$ cat src/rtl/regfile_sb.sv
`timescale 1ns/1ps
`default_nettype none
// ============================================================================
// Module   : regfile_sb
// Brief    : Two-read/one-write register file with pending-write scoreboard
//            and optional same-cycle write-to-read bypass.
// Revision : 1.0 - initial release
// ============================================================================
module regfile_sb #(
    parameter int XLEN     = 32,
    parameter int NREGS    = 32,
    parameter int ZERO_REG = 1,
    parameter int BYPASS   = 1
) (
    input  logic                       clk,
    input  logic                       rst,
    input  logic [$clog2(NREGS)-1:0]   r_reg0,
    input  logic [$clog2(NREGS)-1:0]   r_reg1,
    output logic [XLEN-1:0]            r_dat0,
    output logic [XLEN-1:0]            r_dat1,
    output logic                       r_busy0,
    output logic                       r_busy1,
    input  logic                       issue,
    input  logic [$clog2(NREGS)-1:0]   issue_reg,
    input  logic                       write,
    input  logic [$clog2(NREGS)-1:0]   w_reg,
    input  logic [XLEN-1:0]            w_dat,
    input  logic                       flush,
    output logic [$clog2(NREGS):0]     pending
);

    localparam int AW     = $clog2(NREGS);
    localparam bit C_ZERO = (ZERO_REG != 0);
    localparam bit C_BYP  = (BYPASS != 0);

    logic [XLEN-1:0]  regs_q [NREGS];
    logic [NREGS-1:0] busy_q;
    logic [NREGS-1:0] busy_d;
    logic [AW:0]      pending_q;
    logic [AW:0]      pending_d;

    logic w_we;
    logic w_ie;
    logic w_inc;
    logic w_dec;

    assign w_we = write & ~(C_ZERO & (w_reg == '0));
    assign w_ie = issue & ~(C_ZERO & (issue_reg == '0));

    // Counter moves only on real bit transitions; an issue landing on the
    // register being written keeps it busy, so that write is not a clear.
    assign w_inc = w_ie & ~busy_q[issue_reg];
    assign w_dec = w_we & busy_q[w_reg] & ~(w_ie & (issue_reg == w_reg));

    always_comb begin
        busy_d    = busy_q;
        pending_d = pending_q;
        if (flush) begin
            busy_d    = '0;
            pending_d = '0;
        end else begin
            if (w_we) busy_d[w_reg]     = 1'b0;
            if (w_ie) busy_d[issue_reg] = 1'b1;
            pending_d = pending_q + (AW+1)'(w_inc) - (AW+1)'(w_dec);
        end
    end

    always_ff @(posedge clk or posedge rst) begin
        if (rst) begin
            for (int i = 0; i < NREGS; i++) begin
                regs_q[i] <= '0;
            end
            busy_q    <= '0;
            pending_q <= '0;
        end else begin
            if (w_we) regs_q[w_reg] <= w_dat;
            busy_q    <= busy_d;
            pending_q <= pending_d;
        end
    end

    always_comb begin
        r_dat0  = regs_q[r_reg0];
        r_busy0 = busy_q[r_reg0];
        if (C_ZERO && (r_reg0 == '0)) begin
            r_dat0  = '0;
            r_busy0 = 1'b0;
        end else if (C_BYP && w_we && (w_reg == r_reg0)) begin
            r_dat0  = w_dat;
            r_busy0 = 1'b0;
        end
    end

    always_comb begin
        r_dat1  = regs_q[r_reg1];
        r_busy1 = busy_q[r_reg1];
        if (C_ZERO && (r_reg1 == '0)) begin
            r_dat1  = '0;
            r_busy1 = 1'b0;
        end else if (C_BYP && w_we && (w_reg == r_reg1)) begin
            r_dat1  = w_dat;
            r_busy1 = 1'b0;
        end
    end

    assign pending = pending_q;

endmodule
`default_nettype wire

$ cat config.mk
export PLATFORM = sky130hd
export DESIGN_NAME = regfile_sb
export DESIGN_NICKNAME = d
export VERILOG_FILES = /design/src/rtl/regfile_sb.sv
export SDC_FILE = /design/constraint.sdc
export NUM_CORES = 2
export LEC_CHECK = 0
export CORE_ASPECT_RATIO = 0.5
export CORE_MARGIN = 8
export CORE_UTILIZATION = 40
export DETAILED_ROUTE_END_ITERATION = 8
export GPL_TIMING_DRIVEN = 0
export PLACE_DENSITY = 0.6
export SYNTH_ARGS = -nofsm -noshare
export SYNTH_HDL_FRONTEND = slang
export SYNTH_SLANG_ARGS = --single-unit
$ cat constraint.sdc
create_clock -name clk -period 57.1 [get_ports clk]
set_clock_uncertainty 0.05 [all_clocks]
set_input_delay 17.13 -clock clk [delete_from_list [all_inputs] [get_ports clk]]
set_output_delay 17.13 -clock clk [all_outputs]
set_load 0.03 [all_outputs]
* After elaboration in Yosys (flattened, before gate mapping) *
Cells that the tools add are included.
Widths: inputs -> output; s select.

word-level totals
  flip-flop bits (word level) = 1,062
  input port bits = 57
  output and inout bits = 72
  word-level logic and storage cells = 108

cells by class
  $add $sub $neg = 2
  $lt $le $gt $ge = 10
  eq/ne operators = 3
  mux-type cells = 34
  bitwise logic cells = 16
  reduce and logical (&&, ||, !) cells = 9

operators with widths
  cell                count
  $bwmux 1024         1
  $mux 32             13
  $bmux 32 s5         2
  $demux 32 s5        1
  $and 32x32->32      1
  $not 32->32         1
  $or 32x32->32       1
  $lt 5x6->1 const B  4
  $bmux 1 s5          4
  $logic_not 5->1     4
  $ge 6x6->1 const B  3
  $not 5->6           3
  $eq 5x5->1          3
  $demux 1 s5         2
  $ge 5x1->1 const B  2
  $mux 1              10
  $add 6x1->6         1
  $and 1x1->1         6
  $lt 6x1->1 const B  1
  $mux 6              1
  $sub 6x1->6         1
  $logic_and 1x1->1   5
  $not 1->1           4

* Depth between registers and ports, before layout *
  word-level depth = 11
  gate-level depth with buffers = 16
  mapped depth without buffers = 14

* Least setup slack after synthesis *
Ideal clock, no wire load.

  kind = input port to output port
  start = input port w_reg[4]
  end = output port r_dat1[16]
  arrival time = 19.077 ns
  required time = 39.920 ns
  setup slack = 20.843 ns
  cell stages on the path = 7
  path buffers = 2
  path through = buf_2 -> nor3_2 -> a2111o_1 -> o21ba_2 -> buf_2 -> o21ai_0 -> o31ai_1

between the ends
  word-level cells in the longest chain between the ends = 6
  elaborated cells between the ends (all ways) = 7
  classes of those cells = eq/ne: 1; mux: 2; bitwise: 2; reduce/logical: 2

RTL lines
  item                   line  source
  from (decl)            26    input logic [$clog2(NREGS)-1:0] w_reg,
  $logic_not 5->1        47    assign w_we = write & ~(C_ZERO & (w_reg == '0));
  $not 1->1              47
  $and 1x1->1            47
  $logic_and 1x1->1 (*)  100   end else if (C_BYP && w_we && (w_reg == r_reg1)) begin
  $mux 32 (*)            100
  $mux 32 (*)            97    if (C_ZERO && (r_reg1 == '0)) begin
  to (decl)              20    output logic [XLEN-1:0] r_dat1,

Every way passes the cells marked *; elsewhere a longest branch is shown, timed or not.

* Worst setup path in the final report *
  start = input port r_reg1[2]
  end = output port r_dat1[9]

between the ends
  word-level cells in the longest chain between the ends = 6
  elaborated cells between the ends (all ways) = 9
  classes of those cells = eq/ne: 1; mux: 5; bitwise: 1; reduce/logical: 2

RTL lines
  item                                        line  source
  from (decl)                                 18    input logic [$clog2(NREGS)-1:0] r_reg1,
  $not 5->6 (not written as such)             95    r_dat1 = regs_q[r_reg1];
  $bmux 32 s5                                 95
  $mux 32 (not written as such) (2 in a row)  95
  $mux 32                                     100
  $mux 32 (*)                                 97

Every way passes the cells marked *; elsewhere a longest branch is shown, timed or not. The select of a mux whose other input is x is not followed.

==> metrics <==
fmax=approximately 25 MHz; largest net degree at the start of global routing=around 130; worst vdd ir=0.0230 mV; RSZ-0062 raised after global routing=no; I/O pin count=129; WL final=around 260000 µm; Critical Path RT=~40 ns; drt pass-1 iters=6; Final Hold Viols=0; Pleak=28.5 nW; Max Cap Violations=5; Syn-to-layout area delta=12.9%; # resized after CTS=0; Slew Viols, Final=46; crit path kind=in2out; failing checks=capacitance limit, slew limit; CTS Buffer Depth=3; initial core utilization=0.401; Vias=43933; footprint of the multi-input gates=roughly 30000 µm²; clock sink count=1062; drt wl/cell=approximately 40 µm; Yosys warnings=0; Post-CTS Setup Repair Bufs=0; initial antenna violation count=23; Finished Layout Cells=~6600; hpwl dp=195000 µm; Yosys reg bits=1062; cells after synthesis=~4300; ANT nets after route=0; total gr overflow=0; H-tree Lvls=3; Die Span Y=~290 µm; crit start category=input pin; Worst Setup End Kind=primary output; Final Wtd Congestion=about 1.0; final core utilization=0.453; port bufs=between 100 and 150; Comb power frac=0.242; Post-route DRC=0; total power divided by cell area=34.7 nW/µm²; # setup viols final=0; Clk pwr share=0.321; layout cell share with drive strength beyond 1=0.398; GRT Util Overall=0.324; Post-Syn Area per Cell=13.6 µm²; final period utilization=0.689; Chip Width=between 500 and 600 µm; hold buffer count at cts=0; largest area contributor in the netlist=dfrtp_1; list of most frequent post-synthesis cells=1062 x dfrtp_1, 1062 x mux2_2, 377 x mux2i_1; vias per cell=between 6 and 7; Hold Path Class=reg2reg; P_int=between 1.5 and 2 mW; min setup slack post-route=approximately 18 ns; cell count after placement=approximately 6400; register area=around 27000 µm²; Num CTS Buffers=106; fill cell count=between 10000 and 15000; Post-synth EDFFs=0; Main synth FF type=dfrtp_1; vias in the first global route=about 43000; clock root cell=clkbuf_16; worst-skew pair later-pin latency=0.75 ns; sequential share of power=0.437; normalized max-slew margin=-0.109; sequential element share of the synthesized area=0.456; switch share=0.315; maximum fanout along the worst path=10; minimum clock period=approximately 40 ns; 1st-iter DRT viols=between 5000 and 6000; Area contributors post-synth=dfrtp_1 46%, mux2_2 21%, mux4_2 14%; die area=roughly 160000 µm²; Net Switching=between 700 and 800 µW; DP Worst Slack=~18 ns; asr flop ratio synth=1.00; Row Count=99; Nets=around 4600; Mapped Area=between 50000 and 60000 µm²; share of the synthesized area in the top cell type=0.456; core area=145000 µm²; Slew @ Worst Pin=approximately 1.7 ns; outcome=complete, but fails checks; total design power=about 2.3 mW; syn nets=4350; post-synth cell types=53; Crit path arrival time=between 20 and 25 ns; global-route wire length before repair=approximately 360000 µm; Worst-path clk slew=about 0.070 ns; CTS tree=built
[metal layers]
layer	GRT usage	up-vias	wire length, µm
met3	0.166	573	39800
met5	0.00934	-	388
met4	0.121	20	11700
li1	-	16767	-
met1	0.445	23557	109000
met2	0.429	3016	104000
[area by class of cell]
| cell class | instances | area share |
|---|---|---|
| Antenna cell | 25 | 0.000951 |
| Buffer | 480 | 0.0339 |
| Clock buffer | 170 | 0.0501 |
| Clock inverter | 18 | 0.00318 |
| Inverter | 13 | 0.000856 |
| Multi-Input combinational cell | 2731 | 0.447 |
| Sequential cell | 1062 | 0.404 |
| Tap cell | 1969 | 0.0375 |
| Timing Repair Buffer | 127 | 0.0223 |
[worst max-delay path, stage by stage]
cell	delay, ns
clkdlybuf4s50_1	0.71
inv_1	0.30
buf_2	0.44
clkbuf_1	1.07
a2bb2oi_1	0.55
a221oi_1	0.33
o31ai_1	0.79
clkdlybuf4s50_1	0.82
[power groups by stage]
| stage | combinational [mW] | sequential, mW | clock [mW] |
|---|---|---|---|
| 6_report | 0.552 | 0.997 | 0.733 |
| 3_3_place_gp | 0.517 | 0.993 | 0 |
| 4_1_cts | 0.534 | 0.990 | 0.733 |
| 5_1_grt | 0.569 | 1.01 | 0.763 |
| 3_5_place_dp | 0.532 | 1.00 | 0 |
| 2_1_floorplan | 0.362 | 0.975 | 0 |
[per-stage QoR]
stage / area [µm²] / TNS [ns] / hold WS (ns)
finish: 65800 / 0 / 0.435
CTS: 65700 / 0 / 0.436
global route: 65700 / 0 / 0.445
detailed placement: 62200 / 0 / 0.420
global placement: 61900 / -1891.64 / 0.408
floorplan: 58300 / 0 / 0.395
[cells by family after synthesis]
logic type	Yosys count	share of synthesized area
muxes	1794	0.407
DFF	1062	0.456
AOI/OAI and AO/OA	525	0.0638
buffers and inverters	493	0.0390
and+or+nand+nor	387	0.0295
xor gates and xnor gates	18	0.00271
adders and majority gates	7	0.00163
[cell usage in the layout, fill, tap and decap left out, types with 6 or more instances in the layout]
cell type	synthesis	final
a32o_1	53	53
clkinv_2	0	11
clkdlybuf4s50_1	0	115
buf_2	177	177
diode_2	0	25
clkbuf_8	0	34
xnor2_1	10	10
clkbuf_1	236	259
a22oi_1	129	129
buf_6	12	12
o211ai_1	20	20
mux4_2	355	355
nor2_1	119	119
buf_4	29	29
a21oi_1	92	92
buf_1	26	26
inv_1	12	11
mux2_2	1062	1062
nand2_1	138	138
clkbuf_16	0	110
o21ai_0	68	68
mux2i_1	377	377
a22o_1	13	13
buf_16	0	10
o22ai_1	57	57
nor3_1	6	6
nor2b_1	27	27
ha_1	6	6
xor2_1	8	8
a211oi_1	17	17
nand3_1	65	65
dfrtp_1	1062	1062
a221oi_1	54	54
[sequential cells by signal (all words and copies together) (netlist names)]
| signal | flops |
|---|---|
| busy_q | 32 |
| regs_q | 1024 |
| pending | 6 |
[path summary, 6_finish.rpt]
| path | from | endpoint | slack, ns | depth (start not counted) |
|---|---|---|---|---|
| min reg2reg | regs_q[992]$_DFFE_PP0P_ | regs_q[992]$_DFFE_PP0P_ | 0.44 | 1 |
| min in group asynchronous | rst | regs_q[63]$_DFFE_PP0P_ | 16.85 | 3 |
| max | r_reg1[2] | r_dat1[9] | 17.73 | 8 |
| min | regs_q[992]$_DFFE_PP0P_ | regs_q[992]$_DFFE_PP0P_ | 0.44 | 1 |
| max reg2reg | busy_q[2]$_DFF_PP0_ | pending[5]$_DFF_PP0_ | 53.05 | 13 |
| max in group asynchronous | rst | regs_q[1019]$_DFFE_PP0P_ | 37.52 | 7 |
Power figures use the tool's default switching activity.
